**src/rtl/led_fader_pkg.sv**
```systemverilog
// Shared defaults and helper arithmetic for the LED comet-trail fader.
// Gamma curve is compiled in only when LED_FADER_GAMMA_EN is defined.
package led_fader_pkg;

  localparam int LED_FADER_N_LEDS     = 10;
  localparam int LED_FADER_BW         = 8;
  localparam int LED_FADER_DECAY_DIV  = 250000;
  localparam int LED_FADER_DECAY_STEP = 16;

  // Saturating decrement: a level never wraps below zero.
  function automatic logic [31:0] sat_sub(input logic [31:0] level,
                                          input logic [31:0] step);
    return (level > step) ? (level - step) : 32'd0;
  endfunction

  // Square-law brightness; full scale is kept exact so a lit LED is solid on.
  function automatic logic [31:0] gamma(input logic [31:0] level,
                                        input int unsigned bw);
    logic [31:0] lmax;
    logic [63:0] sq;
    lmax = (32'd1 << bw) - 32'd1;
    sq   = {32'd0, level} * {32'd0, level};
    if (level == lmax) return lmax;
    return 32'(sq >> bw);
  endfunction

endpackage

```
**src/rtl/led_fade_channel.sv**
```systemverilog
// One LED channel: brightness level with tick-driven decay and PWM compare.
// LED_FADER_GAMMA_EN selects the square-law brightness curve.
module led_fade_channel
  import led_fader_pkg::*;
#(
  parameter int BW         = LED_FADER_BW,
  parameter int DECAY_STEP = LED_FADER_DECAY_STEP
) (
  input  logic          clk,
  input  logic          rst_n,
  input  logic          pat,
  input  logic          tick,
  input  logic [BW-1:0] pwm_cnt,
  output logic          on
);

  localparam logic [BW-1:0] LMAX = {BW{1'b1}};

  logic [BW-1:0] level_p1;
  logic [BW-1:0] eff;

  // Stage p1: level register; a lit pattern bit beats a coincident tick.
  always_ff @(posedge clk or negedge rst_n) begin
    if (!rst_n) begin
      level_p1 <= '0;
    end else if (pat) begin
      level_p1 <= LMAX;
    end else if (tick) begin
      level_p1 <= BW'(sat_sub(32'(level_p1), 32'(DECAY_STEP)));
    end
  end

  always_comb begin
    eff = level_p1;
`ifdef LED_FADER_GAMMA_EN
    eff = BW'(gamma(32'(level_p1), BW));
`endif
  end

  assign on = (pwm_cnt < eff);

endmodule

```
**src/rtl/led_trail_fader.sv**
```systemverilog
// Comet-trail fader between the scanner pattern and the board LEDs.
// Optional square-law fade via LED_FADER_GAMMA_EN (see led_fade_channel).
module led_trail_fader
  import led_fader_pkg::*;
#(
  parameter int N_LEDS     = LED_FADER_N_LEDS,
  parameter int BW         = LED_FADER_BW,
  parameter int DECAY_DIV  = LED_FADER_DECAY_DIV,
  parameter int DECAY_STEP = LED_FADER_DECAY_STEP
) (
  input  logic              CLOCK_50,
  input  logic              RESETn,
  input  logic [N_LEDS-1:0] PAT_IN,
  input  logic              ENABLE,
  output logic [N_LEDS-1:0] LED,
  output logic              DECAY_TICK
);

  localparam int               DIV_W    = (DECAY_DIV > 1) ? $clog2(DECAY_DIV) : 1;
  localparam logic [DIV_W-1:0] DIV_LAST = DIV_W'(DECAY_DIV - 1);
  localparam logic [BW-1:0]    PWM_LAST = BW'((1 << BW) - 2);

  logic [N_LEDS-1:0] pat_p0;
  logic [N_LEDS-1:0] on_p1;
  logic [DIV_W-1:0]  div_cnt;
  logic [BW-1:0]     pwm_cnt;
  logic              tick;

  assign tick = (div_cnt == DIV_LAST);

  // Stage p0: input register, shared decay divider and PWM ramp; p2: LED drive.
  always_ff @(posedge CLOCK_50 or negedge RESETn) begin
    if (!RESETn) begin
      pat_p0     <= '0;
      div_cnt    <= '0;
      pwm_cnt    <= '0;
      DECAY_TICK <= 1'b0;
      LED        <= '0;
    end else begin
      pat_p0     <= PAT_IN;
      div_cnt    <= tick ? '0 : div_cnt + DIV_W'(1);
      pwm_cnt    <= (pwm_cnt == PWM_LAST) ? '0 : pwm_cnt + BW'(1);
      DECAY_TICK <= tick;
      LED        <= ENABLE ? on_p1 : pat_p0;
    end
  end

  for (genvar i = 0; i < N_LEDS; i++) begin : g_ch
    led_fade_channel #(
      .BW        (BW),
      .DECAY_STEP(DECAY_STEP)
    ) u_ch (
      .clk    (CLOCK_50),
      .rst_n  (RESETn),
      .pat    (pat_p0[i]),
      .tick   (tick),
      .pwm_cnt(pwm_cnt),
      .on     (on_p1[i])
    );
  end

endmodule

```
**config.mk**
```make
export PLATFORM = sky130hd
export DESIGN_NAME = led_trail_fader
export DESIGN_NICKNAME = d
export VERILOG_FILES = /design/src/rtl/led_fader_pkg.sv /design/src/rtl/led_fade_channel.sv /design/src/rtl/led_trail_fader.sv
export SDC_FILE = /design/constraint.sdc
export NUM_CORES = 1
export LEC_CHECK = 0
export CAP_MARGIN = 0
export CORE_UTILIZATION = 48
export CTS_BUF_LIST = sky130_fd_sc_hd__clkbuf_16
export CTS_CLUSTER_SIZE = 20
export DETAILED_ROUTE_END_ITERATION = 7
export PLACE_DENSITY = 0.75
export SETUP_SLACK_MARGIN = 0.5
export SLEW_MARGIN = 20
export SYNTH_ARGS = -nofsm -noshare
export SYNTH_HDL_FRONTEND = slang
export SYNTH_SLANG_ARGS = --single-unit
```
**constraint.sdc**
```tcl
create_clock -name CLOCK_50 -period 2.9 [get_ports CLOCK_50]
set_input_delay 0.58 -clock CLOCK_50 [delete_from_list [all_inputs] [get_ports CLOCK_50]]
set_output_delay 0.58 -clock CLOCK_50 [all_outputs]
set_load 0.02 [all_outputs]
```
==> metrics.txt <==
CTS tree=built; Std-Cell Rows=around 40; drt wl/cell=17.1 um; GRT Residual Overflow=0; hold crit path type=input pin to async pin; Yosys top cell area share=about two fifths; drt first-iter violations=300; cell family with most CP delay=simple AND/OR/NAND/NOR gates; latest clock arrival within the worst-skew pair=0.36 ns; synth warn=0; Sw Ratio=about 23%; clk sinks=97; Layout Cells excl Fill=approximately 870; Layout area overhead=11.8%; Leakage=between 3 and 4 nW; CP Depth=5; number of max-cap violations=0; n_diodes=0; Commonest cells post-synth=dfrtp_1, ha_1, inv_1; crit end category=flop; Bufs and invs on worst path=1; Num CTS Buffers=9; Antenna Violating Nets Remaining=0; first-pass GRT wire length=approximately 25 mm; H-tree depth=3; final period utilization=about four fifths; Mapped Avg Cell Area=~9.5 um2; CP arrival=2.56 ns; Seq/Total Area, Yosys=about two fifths; die width=117 um; Core ar.=around 13000 um2; top_reg_cell synth=dfrtp_1; met2 WL=around 7.3 mm; critical-path cell list=nor4_1 -> and4_1 -> buf_4 -> a31oi_1 -> a311o_1; area leader, netlist=dfrtp_1; crit-path max cell delay=0.59 ns; Rel. slew slack=around 48%; DRC=0; Initial Utilization=49.8%; I/O pin count=24; placed insts=about 860; Worst Tran Pin Value=between 0.7 and 0.8 ns; RSZ-0062 raised after global routing=no; GRT Total Usage=23.6%; Routed WL=between 10 and 15 mm; Clock transition at path regs=0.07 ns; M1 wire length=about 6.4 mm; clk_skew=between 0.008 and 0.009 ns; syn_nets=about 780; via count=~5200; worst hold slack=between 0.1 and 0.15 ns; mapped cell area=6340 um2; Logic pwr share=approximately 4.4%; crit path kind=flop to flop; CP Launch Type=flop; max layer used=met4; Pins Over Slew Limit=0; vias in the first global route=between 5000 and 6000; Synth Instances=between 600 and 700; die height=about 120 um; Post-synth EDFFs=0; sequential share of power=50.8%; asr flop ratio synth=100%; Detailed Place HPWL=between 10 and 15 mm; Placer Congestion=0.820; Synth area leaders=dfrtp_1, ha_1, inv_1; Critical Path Source=div_cnt[10]; Crit-path slowest cell=and4_1; Final Hold Fails=0; final setup vio count=0; PD cells=between 300 and 400 nW/um2; routed wl met3=~810 um; crit-path max FO=12; pin count of the biggest net entering global routing=49; Worst VDD drop=around 0.00033 V; internal power=about 2.1 mW; Die ar.=13700 um2; PortBufs=23; initial antenna violation count=0; Longest Clk Path Bufs=2; top-count cell post-synth=dfrtp_1; Final TNS setup=0 ns; Vias/cell=5.97; status=complete, no violations; FMAX=roughly 430 MHz; CTS Root Cell=clkbuf_16; layout cells sized above 1=between 5 and 6%; final net count=802; Switch Pwr=0.632 mW; Clock power frac=around 45%; Final min period=approximately 2.3 ns; DR pass1 iterations=5; cells on worst reg2reg path=5; Crit path required time=about 3.1 ns; worst reg2reg startpoint=div_cnt[10]; Cell variety after synth=49; #FFs+latches synth=between 90 and 100
==> routing by layer <==
metal	vias up	track usage [%]
met1	2554	28.4
met3	40	5.77
met4	0	10.8
met5	-	0
met2	149	40.0
li1	2473	-
==> final cells by class <==
cell class,count,area [um2]
fill,1130,5630
tap,172,215
sequential,97,2430
clock inverter,7,70.1
multi-input combinational,480,3530
inverter,73,274
clock buffer,9,225
timing repair buffer,35,343
==> power groups by stage <==
stage	combinational [mW]	sequential [mW]	clock, mW
2_1_floorplan	0.0340	1.41	0
3_3_place_gp	0.117	1.41	0
3_5_place_dp	0.121	1.41	0
4_1_cts	0.121	1.38	1.24
5_1_grt	0.132	1.38	1.29
6_report	0.119	1.38	1.22
==> worst register-to-register path: stages, from the launching register on <==
cell,delay (ns)
dfrtp_1,0.43
nor4_1,0.42
and4_1,0.59
buf_4,0.31
a31oi_1,0.13
a311o_1,0.32
==> layout by cell type (no fill, tap or decap), types with 19 or more instances in the layout <==
cell type	n
o211ai_1	19
nor2b_1	19
ha_1	93
nor2_1	33
o21ai_0	45
dfrtp_1	97
nand2b_1	19
and3_1	28
nand2_1	30
inv_1	73
a21oi_1	41
clkdlybuf4s50_1	22
==> timing repair <==
item,4_1_cts,5_1_grt
resized for setup,0,0
buffers inserted,0,1
hold buffers,0,0
endpoints found under the setup margin,0,6
==> state kept, by name (all words and copies together) (netlist names) <==
signal         count
div_cnt           18
g_ch.u_ch.eff     50
DECAY_TICK         1
pat_p0            10
pwm_cnt            8
LED               10
==> per-stage QoR <==
step | power, mW | worst slack, ns | utilization (%) | cell area (um2)
global route | 2.81 | 0.504 | 55.7 | 7090
detailed placement | 1.53 | 0.600 | 53.3 | 6790
finish | 2.72 | 0.588 | 55.7 | 7090
floorplan | 1.45 | 1.21 | - | 6340
CTS | 2.74 | 0.646 | 55.7 | 7080
global placement | 1.52 | 0.699 | 53.3 | 6790
==> cell families after synthesis <==
logic type | count (synthesis) | share of synthesized area (%)
and+or+nand+nor | 196 | 17.2
AOI/OAI and AO/OA | 172 | 17.5
DFF | 97 | 38.3
adders and majority gates | 93 | 18.4
buffers and inverters | 92 | 5.96
xor gates and xnor gates | 18 | 2.49
muxes | 1 | 0.158
==> worst paths after layout <==
check | slack [ns] | end
max reg2reg | 0.59 | g_ch[2].u_ch.eff[6]
min | 0.13 | LED[8]
max | 0.59 | g_ch[2].u_ch.eff[6]
min reg2reg | 0.49 | div_cnt[0]
max in group asynchronous | 2.07 | g_ch[6].u_ch.eff[4]
min in group CLOCK_50 | 0.49 | div_cnt[0]
(Power assumes the default switching activity.)
